<file path="src/rtl/rpn_eval.sv">
//==============================================================================
// Module      : rpn_eval
// Description : Reverse-Polish expression engine driving an attached 16-bit
//               stack. Operands are pushed, binary operators pop two entries
//               and push the result, EQ pops the final value and checks that
//               the stack is empty. Overflow, underflow, leftover entries and
//               illegal opcodes raise err and drain the stack.
//
//   Ports     : clk, reset (sync, active-high)
//               tok_valid/tok_ready/tok_kind/tok_data  token stream in
//               result_valid/result                    one result per EQ
//               err/err_code                           error pulse + code
//               stk_push/stk_pop/stk_value_in          stack command out
//               stk_value_out/stk_full/stk_empty       stack status in
//
//   Options   : RPN_EVAL_SAT_EN defined -> ADD/SUB saturate as signed 16-bit
//               values; otherwise they wrap modulo 2^16.
//
// Revision    : 1.0 - initial release
//==============================================================================
`default_nettype none

module rpn_eval (
    input  logic        clk,
    input  logic        reset,
    input  logic        tok_valid,
    output logic        tok_ready,
    input  logic        tok_kind,
    input  logic [15:0] tok_data,
    output logic        result_valid,
    output logic [15:0] result,
    output logic        err,
    output logic [1:0]  err_code,
    output logic        stk_push,
    output logic        stk_pop,
    output logic [15:0] stk_value_in,
    input  logic [15:0] stk_value_out,
    input  logic        stk_full,
    input  logic        stk_empty
);

    localparam logic [2:0] c_ST_IDLE   = 3'd0;
    localparam logic [2:0] c_ST_POP_B  = 3'd1;
    localparam logic [2:0] c_ST_POP_A  = 3'd2;
    localparam logic [2:0] c_ST_PUSH_R = 3'd3;
    localparam logic [2:0] c_ST_POP_F  = 3'd4;
    localparam logic [2:0] c_ST_CHECK  = 3'd5;
    localparam logic [2:0] c_ST_DRAIN  = 3'd6;

    localparam logic [2:0] c_OP_ADD = 3'd0;
    localparam logic [2:0] c_OP_SUB = 3'd1;
    localparam logic [2:0] c_OP_MUL = 3'd2;
    localparam logic [2:0] c_OP_AND = 3'd3;
    localparam logic [2:0] c_OP_OR  = 3'd4;
    localparam logic [2:0] c_OP_XOR = 3'd5;
    localparam logic [2:0] c_OP_ILL = 3'd6;
    localparam logic [2:0] c_OP_EQ  = 3'd7;

    localparam logic [1:0] c_ERR_OVF  = 2'd0;
    localparam logic [1:0] c_ERR_UNF  = 2'd1;
    localparam logic [1:0] c_ERR_LEFT = 2'd2;
    localparam logic [1:0] c_ERR_ILL  = 2'd3;

    logic [2:0]  r_state;
    logic [2:0]  r_op;
    logic [15:0] r_a;
    logic [15:0] r_b;
    logic [15:0] r_result;
    logic        r_result_valid;
    logic        r_err;
    logic [1:0]  r_err_code;

    logic        w_accept;
    logic [16:0] w_sum;
    logic [16:0] w_diff;
    logic [15:0] w_add;
    logic [15:0] w_sub;
    logic [15:0] w_alu;
    logic        w_push;
    logic        w_pop;
    logic [15:0] w_value_in;

    assign tok_ready = (r_state == c_ST_IDLE) && !reset;
    assign w_accept  = tok_valid && tok_ready;

    // One extra sign bit: bits [16] and [15] differ exactly on signed overflow.
    assign w_sum  = {r_a[15], r_a} + {r_b[15], r_b};
    assign w_diff = {r_a[15], r_a} - {r_b[15], r_b};

`ifdef RPN_EVAL_SAT_EN
    assign w_add = (w_sum[16] != w_sum[15])
                 ? (w_sum[16] ? 16'h8000 : 16'h7FFF) : w_sum[15:0];
    assign w_sub = (w_diff[16] != w_diff[15])
                 ? (w_diff[16] ? 16'h8000 : 16'h7FFF) : w_diff[15:0];
`else
    assign w_add = w_sum[15:0];
    assign w_sub = w_diff[15:0];
`endif

    always_comb begin
        w_alu = 16'h0000;
        case (r_op)
            c_OP_ADD: w_alu = w_add;
            c_OP_SUB: w_alu = w_sub;
            c_OP_MUL: w_alu = r_a * r_b;
            c_OP_AND: w_alu = r_a & r_b;
            c_OP_OR:  w_alu = r_a | r_b;
            c_OP_XOR: w_alu = r_a ^ r_b;
            default:  w_alu = 16'h0000;
        endcase
    end

    // Stack commands are combinational so the stack acts on the same edge
    // the decision is made; this keeps stk_full current for back-to-back
    // operands and lets each pop state sample the value exposed by the
    // previous pop.
    always_comb begin
        w_push     = 1'b0;
        w_pop      = 1'b0;
        w_value_in = 16'h0000;
        if (!reset) begin
            case (r_state)
                c_ST_IDLE: begin
                    if (w_accept && !tok_kind && !stk_full) begin
                        w_push     = 1'b1;
                        w_value_in = tok_data;
                    end
                end
                c_ST_POP_B, c_ST_POP_A, c_ST_POP_F: w_pop = !stk_empty;
                c_ST_PUSH_R: begin
                    w_push     = 1'b1;
                    w_value_in = w_alu;
                end
                c_ST_DRAIN: w_pop = !stk_empty;
                default: begin
                    w_push = 1'b0;
                    w_pop  = 1'b0;
                end
            endcase
        end
    end

    assign stk_push     = w_push;
    assign stk_pop      = w_pop;
    assign stk_value_in = w_value_in;

    always_ff @(posedge clk) begin
        if (reset) begin
            r_state        <= c_ST_IDLE;
            r_op           <= 3'd0;
            r_a            <= 16'h0000;
            r_b            <= 16'h0000;
            r_result       <= 16'h0000;
            r_result_valid <= 1'b0;
            r_err          <= 1'b0;
            r_err_code     <= 2'd0;
        end else begin
            r_result_valid <= 1'b0;
            r_err          <= 1'b0;
            case (r_state)
                c_ST_IDLE: begin
                    if (w_accept) begin
                        if (!tok_kind) begin
                            if (stk_full) begin
                                r_err      <= 1'b1;
                                r_err_code <= c_ERR_OVF;
                                r_state    <= c_ST_DRAIN;
                            end
                        end else if (tok_data[2:0] == c_OP_EQ) begin
                            r_state <= c_ST_POP_F;
                        end else if (tok_data[2:0] == c_OP_ILL) begin
                            r_err      <= 1'b1;
                            r_err_code <= c_ERR_ILL;
                            r_state    <= c_ST_DRAIN;
                        end else begin
                            r_op    <= tok_data[2:0];
                            r_state <= c_ST_POP_B;
                        end
                    end
                end
                c_ST_POP_B: begin
                    if (stk_empty) begin
                        r_err      <= 1'b1;
                        r_err_code <= c_ERR_UNF;
                        r_state    <= c_ST_DRAIN;
                    end else begin
                        r_b     <= stk_value_out;
                        r_state <= c_ST_POP_A;
                    end
                end
                c_ST_POP_A: begin
                    if (stk_empty) begin
                        r_err      <= 1'b1;
                        r_err_code <= c_ERR_UNF;
                        r_state    <= c_ST_DRAIN;
                    end else begin
                        r_a     <= stk_value_out;
                        r_state <= c_ST_PUSH_R;
                    end
                end
                c_ST_PUSH_R: r_state <= c_ST_IDLE;
                c_ST_POP_F: begin
                    if (stk_empty) begin
                        r_err      <= 1'b1;
                        r_err_code <= c_ERR_UNF;
                        r_state    <= c_ST_DRAIN;
                    end else begin
                        r_result <= stk_value_out;
                        r_state  <= c_ST_CHECK;
                    end
                end
                c_ST_CHECK: begin
                    if (stk_empty) begin
                        r_result_valid <= 1'b1;
                        r_state        <= c_ST_IDLE;
                    end else begin
                        r_err      <= 1'b1;
                        r_err_code <= c_ERR_LEFT;
                        r_state    <= c_ST_DRAIN;
                    end
                end
                c_ST_DRAIN: begin
                    if (stk_empty) begin
                        r_state <= c_ST_IDLE;
                    end
                end
                default: r_state <= c_ST_IDLE;
            endcase
        end
    end

    assign result_valid = r_result_valid;
    assign result       = r_result;
    assign err          = r_err;
    assign err_code     = r_err_code;

endmodule

`default_nettype wire

</file>
<file path="config.mk">
export PLATFORM = sky130hd
export DESIGN_NAME = rpn_eval
export DESIGN_NICKNAME = d
export VERILOG_FILES = /design/src/rtl/rpn_eval.sv
export SDC_FILE = /design/constraint.sdc
export NUM_CORES = 1
export LEC_CHECK = 0
export CORE_ASPECT_RATIO = 2
export CORE_MARGIN = 10
export CORE_UTILIZATION = 55
export CTS_CLUSTER_DIAMETER = 100
export DETAILED_ROUTE_END_ITERATION = 10
export PLACE_DENSITY = 0.88
export SKIP_LAST_GASP = 1
export SLEW_MARGIN = 30
export SYNTH_ARGS = -nofsm -noshare
export SYNTH_HDL_FRONTEND = slang
export SYNTH_SLANG_ARGS = --single-unit
</file>
<file path="constraint.sdc">
create_clock -name clk -period 7 [get_ports clk]
set_clock_uncertainty 0.05 [all_clocks]
set_input_delay 0.7 -clock clk [delete_from_list [all_inputs] [get_ports clk]]
set_output_delay 0.7 -clock clk [all_outputs]
set_load 0.03 [all_outputs]
</file>
==> flow_summary.toml, run 1 <==
[status]
status = "completed"

[clock_tree]
clk_latency_ns = 0.32
cts.sinks = 58
h-tree-depth = 3
cts_tree = "built"
clk_pin_slew_ns = 0.05
cts_root_buf = "clkbuf_16"
numCtsBuffers = 9
clk_path_buf_depth = 2

[pwr]
total_power_w = 0.002320
p_per_area_mw_per_mm2 = 237.3
p_leak_nw = 4.159
vdd_drop_max_v = 0.0002624

[worst_hold_path]
min_to = "result[0]$_SDFFE_PP0P_"
hold_class = "reg2reg"
hp-start = "result[0]$_SDFFE_PP0P_"
hold_depth = 2

[floorplan]
start_util_pct = 56.01
die-area_mm2 = 0.02080
die_x_um = 107.1
core_mm2 = 0.01490
rows = 63
io_pins = 77
die_h_um = 194.2

[worst_setup_path]
required_ns = 6.25
worstSetupPathType = "reg2out"
cp.arrival_ns = 6.14
r2r_cells = 8
worstSetupStartpointType = "flip-flop"
r2r_end = "err_code[0]$_SDFFE_PP0P_"
reg2reg_slack_ns = 4.43
crit_fanout = 7
endpoint_kind = "output port"
reg2reg_from = "r_state[2]$_SDFFE_PP0P_"

[synthesis]
muxShareOfSynthArea_pct = 1.320
synth-simple-area-share_pct = 18.40
syn_nets = 1318
syn_inst = 1102
synth.avg_cell_area_um2 = 7.572
synth_top_family_by_area = "adder cells"
synthArstFlopShare_pct = 0
synth_compound_area_share_pct = 16.16
yosysUniqueCellTypes = 64
ys.warnings.count = 0
synth-xor-area-share_pct = 6.718
seq_area_frac_synth_pct = 13.92
syn-cell-area_mm2 = 0.008344
synth_adder_area_share_pct = 33.98
synth-edff-count = 0
synth_ff_type = "dfxtp_1"
ys_ff_latch = 58

[final_layout]
fin_area_mm2 = 0.009779
num-nets-final = 1391
diodes = 0
num-fill-cells = 1226
drive_gt1_share_pct = 7.119
area_growth_pct = 17.20

[sta]
setup_violations = 0
fin_crit_ns = 6.887
worstMarginPinSlew_ns = 1.048
slew_violations = 0
worst_slew_margin_rel_pct = 29.97
grt_setup_unrepaired = "no"
max_freq_ghz = 0.1452
fin_crit_sh_pct = 98.39
hold_viol_final = 0

[detailed_routing]
drcViolationCount = 0
antenna_violating_nets_post_route = 0
wl_per_cell_um = 21.18
wl_mm = 29.13
routed_via_density = 5.955
vias = 8188
drt_first_pass_iters = 6
drtIter0Drc = 631

[global_route]
gr-usage-met3_pct = 4.794
grt_pass1_wl_mm = 45.62
overflow = 0
top_usage_layer = "met2"
antenna_found_initial = 0
grt_usage_pct = 28.08
first_global_vias = 8544
use_met2_pct = 47.14
grt.met1_usage_pct = 27.96
grt_max_degree = 63

[placed_design]
io_buffer_count = 76
placed_cell_area_mm2 = 0.009423
gp_congestion = 1.112
dp_hpwl_mm = 23.65

[run]
cap_violations = 0
[timing repair]
| action | 4_1_cts | 5_1_grt |
|---|---|---|
| pin swaps | 0 | 3 |
| setup endpoints to repair | 5 | 6 |
| gates resized for setup | 3 | 23 |
| setup buffers | 0 | 2 |
| hold buffers | 0 | 0 |
| hold endpoints to repair | 0 | 0 |
[power breakdown]
part | switching (W) | internal (W)
logic | 0.000843 | 0.000590
registers | 0.0000743 | 0.000377
clock network | 0.000143 | 0.000294
total | 0.00106 | 0.00126
[cell families after synthesis]
logic type,Yosys count
compound gates,209
xor+xnor,64
fa+ha+maj,178
buf+inv,211
flops,58
mux,11
simple gates,371
[registers in the layout (all words and copies together) (netlist names)]
signal	count
r_a	16
r_b	16
result_valid	1
r_state	3
result	16
err	1
err_code	2
r_op	3
[cell usage after synthesis (4+ instances only)]
master,instances,area [um^2]
o21a_1,10,75.07
nand2b_1,7,43.79
nand2_1,215,807.0
a21boi_0,4,30.03
o21ai_0,34,170.2
a22oi_1,14,105.1
inv_1,151,566.8
nor2b_1,8,50.05
a21o_1,4,30.03
a31oi_1,6,37.54
nor3_1,10,50.05
or3_1,4,25.02
xnor2_1,49,429.2
xor2_1,15,131.4
nor2_1,102,382.9
o31ai_1,5,37.54
o21ai_1,6,30.03
ha_1,97,1214
mux2i_1,11,110.1
dfxtp_1,58,1161
fa_1,81,1622
and2_1,5,31.28
clkbuf_1,51,191.4
a21oi_1,83,415.4
a211oi_1,6,45.04
clkinv_1,6,22.52
[metal layers]
metal	wire [um]	vias up
met5	0	-
met4	3124	0
met3	1999	185
met2	14420	455
met1	9589	3838
li1	-	3710
[worst max-delay path by stage]
stage / startpoint / cells past startpoint / endpoint / slack, ns
final: r_a[11]$_SDFFE_PP0P_ / 21 / stk_value_in[15] / 0.11
after global routing: r_b[4]$_SDFFE_PP0P_ / 22 / stk_value_in[14] / 0.01
after CTS: r_b[1]$_SDFFE_PP0P_ / 20 / stk_value_in[12] / -0.01
after detailed placement: r_b[2]$_SDFFE_PP0P_ / 20 / stk_value_in[12] / 0.15
after global placement: r_b[2]$_SDFFE_PP0P_ / 20 / stk_value_in[15] / 0.27
after floorplan: r_b[5]$_SDFFE_PP0P_ / 22 / stk_value_in[13] / 0.47
[cells in the final DEF, fill, tap and decap left out, types with 3 or more instances in the layout]
cell	instances
xor2_1	15
a41oi_1	3
a21o_1	4
and3_1	3
o22ai_1	3
dfxtp_1	48
inv_1	147
dlymetal6s2s_1	3
o21ai_1	6
nand2b_1	7
clkinv_1	5
nand2_1	215
and2_1	5
dfxtp_2	8
clkbuf_16	9
a21oi_1	82
mux2i_1	11
a211oi_1	6
o31ai_1	5
ha_1	96
a22oi_1	14
buf_4	41
or3_1	4
inv_2	3
a21boi_0	4
clkbuf_1	3
nor2_1	100
o21ai_0	34
a222oi_1	3
fa_1	81
clkdlybuf4s50_1	69
nand3_1	3
o21a_1	10
a31oi_1	6
nor3_1	10
xnor2_1	49
nor2b_1	8
[layout make-up]
| cell class | count | area, um^2 | area share, % |
|---|---|---|---|
| timing repair buffer | 115 | 1050 | 10.73 |
| tap | 195 | 244.0 | 2.495 |
| sequential | 58 | 1179 | 12.05 |
| clock inverter | 2 | 35.03 | 0.3582 |
| multi-input combinational | 833 | 6407 | 65.52 |
| clock buffer | 14 | 264.0 | 2.700 |
| inverter | 158 | 600.6 | 6.141 |
[critical path, cell delays in order (launching register included)]
cell and delay, ns:
dfxtp_1 0.32, buf_4 0.19, inv_1 0.17, nor2_1 0.10, fa_1 0.52, inv_1 0.07, fa_1 0.55, inv_1 0.06
fa_1 0.50, fa_1 0.56, inv_1 0.05, fa_1 0.45, fa_1 0.40, xor2_1 0.16, xnor2_1 0.19, xnor2_1 0.14
xnor2_1 0.33, xnor2_1 0.15, xnor2_1 0.27, xnor2_1 0.12, o21ai_1 0.29, buf_4 0.23
[through the flow]
stage	setup slack, ns	hold WS [ns]	std cells	util (%)	TNS, ns
floorplan	0.4675	0.4276	1102	-	0
global placement	0.2721	0.3906	1357	63.25	0
detailed placement	0.1458	0.3957	1357	63.25	0
CTS	-0.01212	0.4017	1373	65.26	-0.01212
global route	0.01255	0.4261	1375	65.64	0
finish	0.1127	0.4018	1375	65.64	0
No activity file was read; power rests on OpenSTA's default activity.
==> run 2: changes to the inputs <==
--- a/config.mk
+++ b/config.mk
@@ -7,10 +7,10 @@
 export LEC_CHECK = 0
 export CORE_ASPECT_RATIO = 2
 export CORE_MARGIN = 10
-export CORE_UTILIZATION = 55
+export CORE_UTILIZATION = 45
 export CTS_CLUSTER_DIAMETER = 100
 export DETAILED_ROUTE_END_ITERATION = 10
-export PLACE_DENSITY = 0.88
+export PLACE_DENSITY = 0.76
 export SKIP_LAST_GASP = 1
 export SLEW_MARGIN = 30
 export SYNTH_ARGS = -nofsm -noshare
==> run 2 against run 1 <==
Against the previous run:
- non-clock buffer count decreased by 5
- combinational power up 3%
- maximum frequency rose by 1.4%
- register-to-register slack improved by 0.03 ns
- design area increased by 0.15%
- clock power rose by 5.5%
- power up 2.9%
- count of clock-buffer cells in the layout is the same
- highest routed layer unchanged
==> flow_summary.toml, run 2 (synthesis gave the netlist of run 1 again) <==
[sta]
whs_ns = 0.4015
worst_slew_margin_rel_pct = 44.72
setup_violations = 0
worstMarginPinSlew_ns = 0.8261
slew_violations = 0
max_freq_ghz = 0.1472
fin_crit_ns = 6.792
hold_viol_final = 0
fin_crit_sh_pct = 97.03
grt_setup_unrepaired = "yes"

[clock_tree]
h-tree-depth = 3
cts.sinks = 58
clk_pin_slew_ns = 0.05
clk_latency_ns = 0.32
clk_path_buf_depth = 2
cts_root_buf = "clkbuf_16"
numCtsBuffers = 9
cts_tree = "built"
cts_hold_buf = 0

[worst_setup_path]
cp.arrival_ns = 6.04
cp_cell_sequence = "inv_1, nor2_2, fa_1, inv_1, fa_1, fa_1, fa_1, inv_1, fa_1, inv_1, fa_1, inv_1, ha_1, a21oi_2, nor2b_1, nor2_1, inv_1, a32o_1, mux2i_1, a21oi_1, a221oi_2, buf_12"
reg2reg_slack_ns = 4.46
required_ns = 6.25
worstSetupStartpointType = "flip-flop"
crit_fanout = 8
cp_num_buf_inv = 7
endpoint_kind = "output port"
r2r_cells = 8
path_delay_family = "adder cells"
crit_path_max_incr_delay_ns = 0.54
reg2reg_from = "r_state[2]$_SDFFE_PP0P_"
r2r_end = "err_code[0]$_SDFFE_PP0P_"
worstSetupPathType = "reg2out"
cp_slowest_cell = "fa_1"

[final_layout]
final_cell_mix = "nand2_1, inv_1, nor2_1, ha_1"
layout_commonest_cell = "nand2_1"
diodes = 0
drive_gt1_share_pct = 6.559
fin_util_pct = 53.51
area_growth_pct = 17.38
num-nets-final = 1386
num-fill-cells = 1739
seq_area_mm2 = 0.001167
multi_input_area_mm2 = 0.006406

[detailed_routing]
drcViolationCount = 0
antenna_violating_nets_post_route = 0
routed_via_density = 5.701
vias = 7924
wl_mm = 27.81
wl_per_cell_um = 20.00
drt_first_pass_iters = 5
drtIter0Drc = 509

[pwr]
p_leak_nw = 4.131
p_per_area_mw_per_mm2 = 243.9
vdd_drop_max_v = 0.0002757

[global_route]
overflow = 0
grt_max_degree = 63
grt_usage_pct = 22.95
antenna_found_initial = 0
grt_pass1_wl_mm = 43.90
first_global_vias = 8490

[floorplan]
die_x_um = 116.3
core_mm2 = 0.01831
die-area_mm2 = 0.02472
io_pins = 77
die_h_um = 212.6
start_util_pct = 45.58
rows = 70

[worst_hold_path]
min_to = "result[4]$_SDFFE_PP0P_"
hp-start = "result[4]$_SDFFE_PP0P_"
hold_class = "reg2reg"
hold_depth = 2

[placed_design]
dp_hpwl_mm = 22.88
gp_congestion = 1.062
io_buffer_count = 76

[status]
status = "completed"

[run]
cap_violations = 0
## run 2: cell count changes in the layout (fill, tap and decap cells not counted), sizes merged
| cell | previous run | this run |
|---|---|---|
| buf | 42 | 37 |
| inv | 151 | 153 |
| clkinv | 7 | 3 |
| dlygate4sd2 | 1 | 0 |
| dlymetal6s2s | 3 | 2 |
| clkbuf | 14 | 16 |
| clkinvlp | 1 | 2 |
## run 2: worst register-to-register path, delay by kind of cell, from the launching register on
family	cells	cell delay [ns]
flip-flops	1	0.51
AO/OA/AOI/OAI	3	0.53
AND/OR/NAND/NOR	4	1.09
multiplexers	1	0.22
## run 2: per-layer routing
layer  track usage [%]  vias up  part of all wire [%]
met5                 0        -                     0
met4             19.91        0                   8.7
met3             4.431      149                   6.1
met2             39.93      328                    51
met1             22.31     3757                    34
li1                  -     3690                     -
## run 2: how the worst max path moves through the flow
stage / start / endpoint / slack [ns] / depth (start not counted)
final: r_b[5]$_SDFFE_PP0P_ / stk_value_in[14] / 0.21 / 22
after global routing: r_b[5]$_SDFFE_PP0P_ / stk_value_in[14] / -0.09 / 22
after CTS: r_b[3]$_SDFFE_PP0P_ / stk_value_in[11] / 0.05 / 19
after detailed placement: r_a[5]$_SDFFE_PP0P_ / stk_value_in[13] / 0.18 / 21
after global placement: r_a[5]$_SDFFE_PP0P_ / stk_value_in[13] / 0.36 / 21
after floorplan: r_b[5]$_SDFFE_PP0P_ / stk_value_in[13] / 0.47 / 22
## run 2: stage by stage
stage	instance area [um^2]	TNS (ns)	total power [W]	setup slack (ns)	cells
CTS	9777	0	0.002377	0.05478	1390
global placement	9452	0	0.001890	0.3587	1375
finish	9794	0	0.002389	0.2080	1390
global route	9794	-0.08655	0.002539	-0.08655	1390
detailed placement	9455	0	0.001907	0.1758	1375
floorplan	8344	0	0.001440	0.4675	1102
## run 2: timing repair
item / 4_1_cts / 5_1_grt
endpoints found under the setup margin: 2 / 7
pin swaps: 0 / 1
setup buffers: 0 / 0
resized for setup: 2 / 20
## run 2: report_power, final
| group | internal (W) | switching [W] |
|---|---|---|
| Clock | 0.000321 | 0.000140 |
| Combinational | 0.000589 | 0.000883 |
| Sequential | 0.000376 | 0.0000790 |
| Total | 0.00129 | 0.00110 |
## run 2: cell type report
class,count,area share (%)
Sequential cell,58,11.92
Clock buffer,14,3.002
Multi-Input combinational cell,833,65.41
Inverter,158,6.132
Clock inverter,1,0.3066
Tap cell,216,2.759
Timing Repair Buffer,110,10.48
